### src/rtl/pump_controller.sv
// Tank fill pump controller: level filter, hysteresis FSM with
// min-off and max-fill timers, irrigation valve gating and alarm.
module pump_controller #(
    parameter int STABLE_CYCLES   = 4,
    parameter int ERR_CYCLES      = 8,
    parameter int MAX_FILL_CYCLES = 1024,
    parameter int MIN_OFF_CYCLES  = 16,
    parameter int CNT_W           = 16
) (
    input  logic       clk,
    input  logic       reset,
    input  logic [3:0] water_level_state,
    input  logic       enable,
    input  logic       irrigate_req,
    output logic       pump_on,
    output logic       valve_open,
    output logic       alarm,
    output logic [1:0] fault_code,
    output logic [2:0] ctrl_state,
    output logic [3:0] level_accepted
);

    typedef enum logic [2:0] {
        S_OFF     = 3'd0,
        S_IDLE    = 3'd1,
        S_FILL    = 3'd2,
        S_HOLDOFF = 3'd3,
        S_FAULT   = 3'd4
    } state_t;

    localparam logic [CNT_W-1:0] CNT_MAX   = {CNT_W{1'b1}};
    localparam logic [CNT_W-1:0] STABLE_M1 = CNT_W'(STABLE_CYCLES - 1);
    localparam logic [CNT_W-1:0] ERR_LIM   = CNT_W'(ERR_CYCLES);
    localparam logic [CNT_W-1:0] FILL_LIM  = CNT_W'(MAX_FILL_CYCLES);
    localparam logic [CNT_W-1:0] OFF_LIM   = CNT_W'(MIN_OFF_CYCLES);

    localparam logic [3:0] LVL_CRIT = 4'b0001;
    localparam logic [3:0] LVL_LOW  = 4'b0010;
    localparam logic [3:0] LVL_MID  = 4'b0100;
    localparam logic [3:0] LVL_HIGH = 4'b1000;

    function automatic logic [CNT_W-1:0] sat_inc(input logic [CNT_W-1:0] v);
        return (v == CNT_MAX) ? v : v + 1'b1;
    endfunction

    state_t           state_q, state_d;
    logic [3:0]       cand_q, cand_d;
    logic [3:0]       level_q, level_d;
    logic [CNT_W-1:0] match_q, match_d;
    logic [CNT_W-1:0] inv_q, inv_d;
    logic [CNT_W-1:0] fill_q, fill_d;
    logic [CNT_W-1:0] hold_q, hold_d;
    logic [1:0]       fault_q, fault_d;
    logic             pump_q, pump_d;
    logic             valve_q, valve_d;
    logic             alarm_q, alarm_d;
    logic             raw_valid;
    logic             sensor_err;
    logic [CNT_W-1:0] fill_inc;
    logic [CNT_W-1:0] hold_inc;

    // State register: every flop, including the registered outputs
    always_ff @(posedge clk or posedge reset) begin
        if (reset) begin
            state_q <= S_OFF;
            cand_q  <= '0;
            level_q <= '0;
            match_q <= '0;
            inv_q   <= '0;
            fill_q  <= '0;
            hold_q  <= '0;
            fault_q <= '0;
            pump_q  <= 1'b0;
            valve_q <= 1'b0;
            alarm_q <= 1'b0;
        end else begin
            state_q <= state_d;
            cand_q  <= cand_d;
            level_q <= level_d;
            match_q <= match_d;
            inv_q   <= inv_d;
            fill_q  <= fill_d;
            hold_q  <= hold_d;
            fault_q <= fault_d;
            pump_q  <= pump_d;
            valve_q <= valve_d;
            alarm_q <= alarm_d;
        end
    end

    // Level filter: a valid code must repeat STABLE_CYCLES samples in a row
    always_comb begin
        raw_valid = (water_level_state == LVL_CRIT) ||
                    (water_level_state == LVL_LOW)  ||
                    (water_level_state == LVL_MID)  ||
                    (water_level_state == LVL_HIGH);
        cand_d  = water_level_state;
        match_d = (water_level_state == cand_q) ? sat_inc(match_q) : '0;
        inv_d   = raw_valid ? '0 : sat_inc(inv_q);
        level_d = level_q;
        if (raw_valid && (match_d >= STABLE_M1)) begin
            level_d = water_level_state;
        end
        sensor_err = (inv_d >= ERR_LIM);
    end

    // Next-state logic
    always_comb begin
        state_d  = state_q;
        fault_d  = fault_q;
        fill_d   = '0;
        hold_d   = '0;
        fill_inc = sat_inc(fill_q);
        hold_inc = sat_inc(hold_q);
        if (!enable) begin
            state_d = S_OFF;
            fault_d = 2'b00;
        end else if (sensor_err &&
                     (state_q == S_IDLE || state_q == S_FILL ||
                      state_q == S_HOLDOFF)) begin
            state_d = S_FAULT;
            fault_d = 2'b01;
        end else begin
            unique case (state_q)
                S_OFF: state_d = S_IDLE;
                S_IDLE: begin
                    if (level_q == LVL_CRIT || level_q == LVL_LOW) begin
                        state_d = S_FILL;
                    end
                end
                S_FILL: begin
                    if (level_q == LVL_HIGH) begin
                        state_d = S_HOLDOFF;
                    end else if (fill_inc >= FILL_LIM) begin
                        state_d = S_FAULT;
                        fault_d = 2'b10;
                    end else begin
                        fill_d = fill_inc;
                    end
                end
                S_HOLDOFF: begin
                    if (hold_inc >= OFF_LIM) begin
                        state_d = S_IDLE;
                    end else begin
                        hold_d = hold_inc;
                    end
                end
                S_FAULT: state_d = S_FAULT;
                default: state_d = S_OFF;
            endcase
        end
    end

    // Output logic, registered from the next state
    always_comb begin
        pump_d  = (state_d == S_FILL);
        alarm_d = (state_d == S_FAULT);
        valve_d = enable && irrigate_req && (state_d != S_FAULT) &&
                  (level_q == LVL_MID || level_q == LVL_HIGH);
    end

    assign pump_on        = pump_q;
    assign valve_open     = valve_q;
    assign alarm          = alarm_q;
    assign fault_code     = fault_q;
    assign ctrl_state     = state_q;
    assign level_accepted = level_q;

endmodule

### config.mk
export PLATFORM = sky130hd
export DESIGN_NAME = pump_controller
export DESIGN_NICKNAME = d
export VERILOG_FILES = /design/src/rtl/pump_controller.sv
export SDC_FILE = /design/constraint.sdc
export NUM_CORES = 1
export LEC_CHECK = 0
export ABC_AREA = 1
export CAP_MARGIN = 10
export CORE_MARGIN = 2
export CORE_UTILIZATION = 50
export CTS_BUF_LIST = sky130_fd_sc_hd__clkbuf_4 sky130_fd_sc_hd__clkbuf_8 sky130_fd_sc_hd__clkbuf_16
export DETAILED_ROUTE_END_ITERATION = 7
export GPL_TIMING_DRIVEN = 0
export PLACE_DENSITY = 0.73
export REMOVE_ABC_BUFFERS = 1
export SLEW_MARGIN = 20
export SYNTH_ARGS = -nofsm -noshare
export SYNTH_HDL_FRONTEND = slang
export SYNTH_SLANG_ARGS = --single-unit
### constraint.sdc
create_clock -name clk -period 5.7 [get_ports clk]
set_input_delay 1.14 -clock clk [delete_from_list [all_inputs] [get_ports clk]]
set_output_delay 1.14 -clock clk [all_outputs]
set_load 0.01 [all_outputs]
==> reports/metrics.cfg <==
[run_status]
outcome=finished, final reports clean

[worst_setup_path]
path_max_fanout=14
cp.arrival_ns=3.61
cpMostUsedCell=nor2_1
critical_path.cell_chain=clkdlybuf4s50_1, nor2_1, nand3b_1, nand2_1, inv_2, o21ai_0, nand3_1, nor2_1, nand2_1, a21oi_4, nand3_1, nor2_1
rr_startpoint=inv_q[0]
reg2reg_slack_ns=3.21
crit_buf_inv=2
critPathLaunchType=input port
cp_slowest_cell=clkdlybuf4s50_1
rr_worst_depth=14
end_kind=register
rr_endpoint=pump_on
path_class=in -> reg
crit_required_ns=5.97
cpPeakStageDelay_ns=0.59
path_delay_family=simple AND/OR/NAND/NOR gates

[floorplanning]
fp-row-count=35
die_w_um=101
initial_core_util=0.514
die_y_um=101
core_sq_um=9240
pin_count=20
die-area_sq_um=10300

[global_routing]
grt_pass1_wl_um=18400
gr-total-overflow=0
antenna_found_initial=0
grt_max_degree=60
grt_pass1_vias=4243
grt.total_usage=0.222

[power]
p_total_uw=1280
powerDensity_nw_per_um2=237
irDropWorstVdd_v=0.000149
p_leak_uw=0.00273

[synth]
ys_ff_latch=80
synth_top_area_frac=0.422
post_synth_num_cell_types=39
yosysTopAreaCell=dfrtp_1
syn_inst=664
syn_area_per_cell_sq_um=7.15
synthArstFlopShare=1.00
yosysSeqAreaShare=0.422
synth_flop_cell=dfrtp_1
netlist_top_cells_area=dfrtp_1 42%, nand2_1 14%, nor2_1 9.2%
synth_commonest_cells=172 x nand2_1, 116 x nor2_1, 82 x inv_1
syn-cell-area_sq_um=4750
synth_warnings=0
yosys.cell_count.top_type=nand2_1
synth-edff-count=0

[drt]
wl_per_cell_um=12.2
final_antenna_net_count=0
drtIter0Drc=233
finalWirelength_um=10300
drc=0
dr.pass1.iters=5
viasPerCell=5.16
via_count=4353

[cts]
cts_root_buf=clkbuf_8
clk_pin_slew_ns=0.09
cts_tree=yes
worstSkewPairLatency_ns=0.35
cts_setup_buffers=0
clkSinkCount=80
cts_max_level=3
cts_resized=0
cts_buffer_depth=2
hold_buffers=0
cts_buffers=9

[min_path]
worstHoldPathType=reg -> reg
min_from=fault_code[1]
whs_endpoint=fault_code[1]
hold_path_depth=1

[sta]
clock-skew-final_ns=0.0133
whs_ns=0.511
fmax_mhz=300
drv_slew=0
fin_crit_ns=3.34
min_period_over_period=0.585
fin_setup_tns_ns=0
setup_violations=0
rsz0062_at_grt=no
finalHoldViolations=0

[place]
numPortBuffers=19
globalplace.congestion=0.875
hpwlAfterDp_um=7770

[run]
drv_cap=0

[layout]
area_delta_synth_final_pct=13.8
n_antenna_cell=0
post-route-util=0.585
nets=721
drive_gt1_frac=0.0644

[metrics by stage]
stage / area (sq um) / std cells / setup WS (ns)
after global routing: 5400 / 843 / 2.14
after global placement: 5140 / 826 / 1.27
after CTS: 5400 / 843 / 2.39
after detailed placement: 5170 / 827 / 2.01
after floorplan: 4790 / 678 / 2.51
final: 5400 / 843 / 2.36
[metal layers]
metal / part of all wire / up-vias / routed length (um) / global-route usage
met3: 0.039 / 20 / 399 / 0.0359
met2: 0.48 / 104 / 4960 / 0.367
met5: 0 / - / 0 / 0
li1: - / 2202 / - / -
met1: 0.46 / 2027 / 4730 / 0.293
met4: 0.020 / 0 / 201 / 0.0915
[layout by cell type, fill, tap and decap left out, types with 2 or more instances in the layout]
cell	instances
a21oi_1	13
a31oi_1	6
bufinv_16	2
clkbuf_8	10
clkdlybuf4s50_1	19
clkinvlp_4	3
conb_1	18
dfrtp_1	80
ha_1	4
inv_1	81
inv_2	3
mux2i_1	2
nand2_1	172
nand2_2	5
nand2_4	2
nand3_1	71
nand3_2	3
nand3b_1	3
nand4_1	22
nor2_1	116
nor2_2	4
nor3_1	7
nor3_2	2
nor3b_1	2
o21a_1	2
o21ai_0	14
o21ai_1	2
o21ai_2	2
o21bai_1	5
or2_2	5
xnor2_1	6
xor2_1	17
[report_power, final]
part	leakage, uW	internal (uW)	total [uW]	switching (uW)
sequential	0.00106	597	638	40.5
combinational	0.00156	66.1	168	102
clock	0.000105	260	474	214
[worst register-to-register path, cell delays in order (launching register included)]
cell     delay (ns)
dfrtp_1        0.46
ha_1           0.28
inv_1          0.11
nor2_2         0.06
nand2_2        0.09
inv_2          0.07
nand2_4        0.15
nand2_1        0.07
o21ai_0        0.22
nand3_1        0.11
nor2_1         0.15
nand2_1        0.13
a21oi_4        0.24
nand3_1        0.13
nor2_1         0.16
[state kept, by name, summed over array words and instances, names as in the netlist]
name            flops
valve_open          1
level_accepted      4
fault_code          2
fill_q             16
hold_q             16
alarm               1
ctrl_state          3
pump_on             1
match_q            16
cand_q              4
inv_q              16
[how the worst max path moves through the flow]
| stage | endpoint | cells past startpoint | slack [ns] | from |
|---|---|---|---|---|
| 3_3_place_gp | fill_q[3] | 2 | 1.27 | reset |
| 4_1_cts | pump_on | 12 | 2.39 | water_level_state[3] |
| 6_report | pump_on | 12 | 2.36 | water_level_state[1] |
| 2_1_floorplan | alarm | 1 | 2.51 | reset |
| 3_5_place_dp | pump_on | 12 | 2.01 | water_level_state[3] |
| 5_1_grt | pump_on | 12 | 2.14 | water_level_state[0] |
[area by class of cell]
class | count | area (sq um)
repair buffers | 20 | 218
clock buffers | 10 | 138
fillers | 851 | 3840
flip-flops and latches | 80 | 2000
multi-input cells | 512 | 2470
well taps | 129 | 161
clock inverters | 6 | 91.3
inverters | 86 | 325
[logic make-up (layout without fill, tap and decap cells)]
group | count (synthesis) | in the layout | share of synthesized area
DFF | 80 | 80 | 0.422
xor gates and xnor gates | 23 | 23 | 0.0424
buffers and inverters | 89 | 122 | 0.0720
other | 1 | 18 | 0.000790
adders and majority gates | 4 | 4 | 0.0105
and+or+nand+nor | 418 | 418 | 0.388
AOI/OAI and AO/OA | 47 | 47 | 0.0601
muxes | 2 | 2 | 0.00422
No activity file was read; power rests on OpenSTA's default activity.
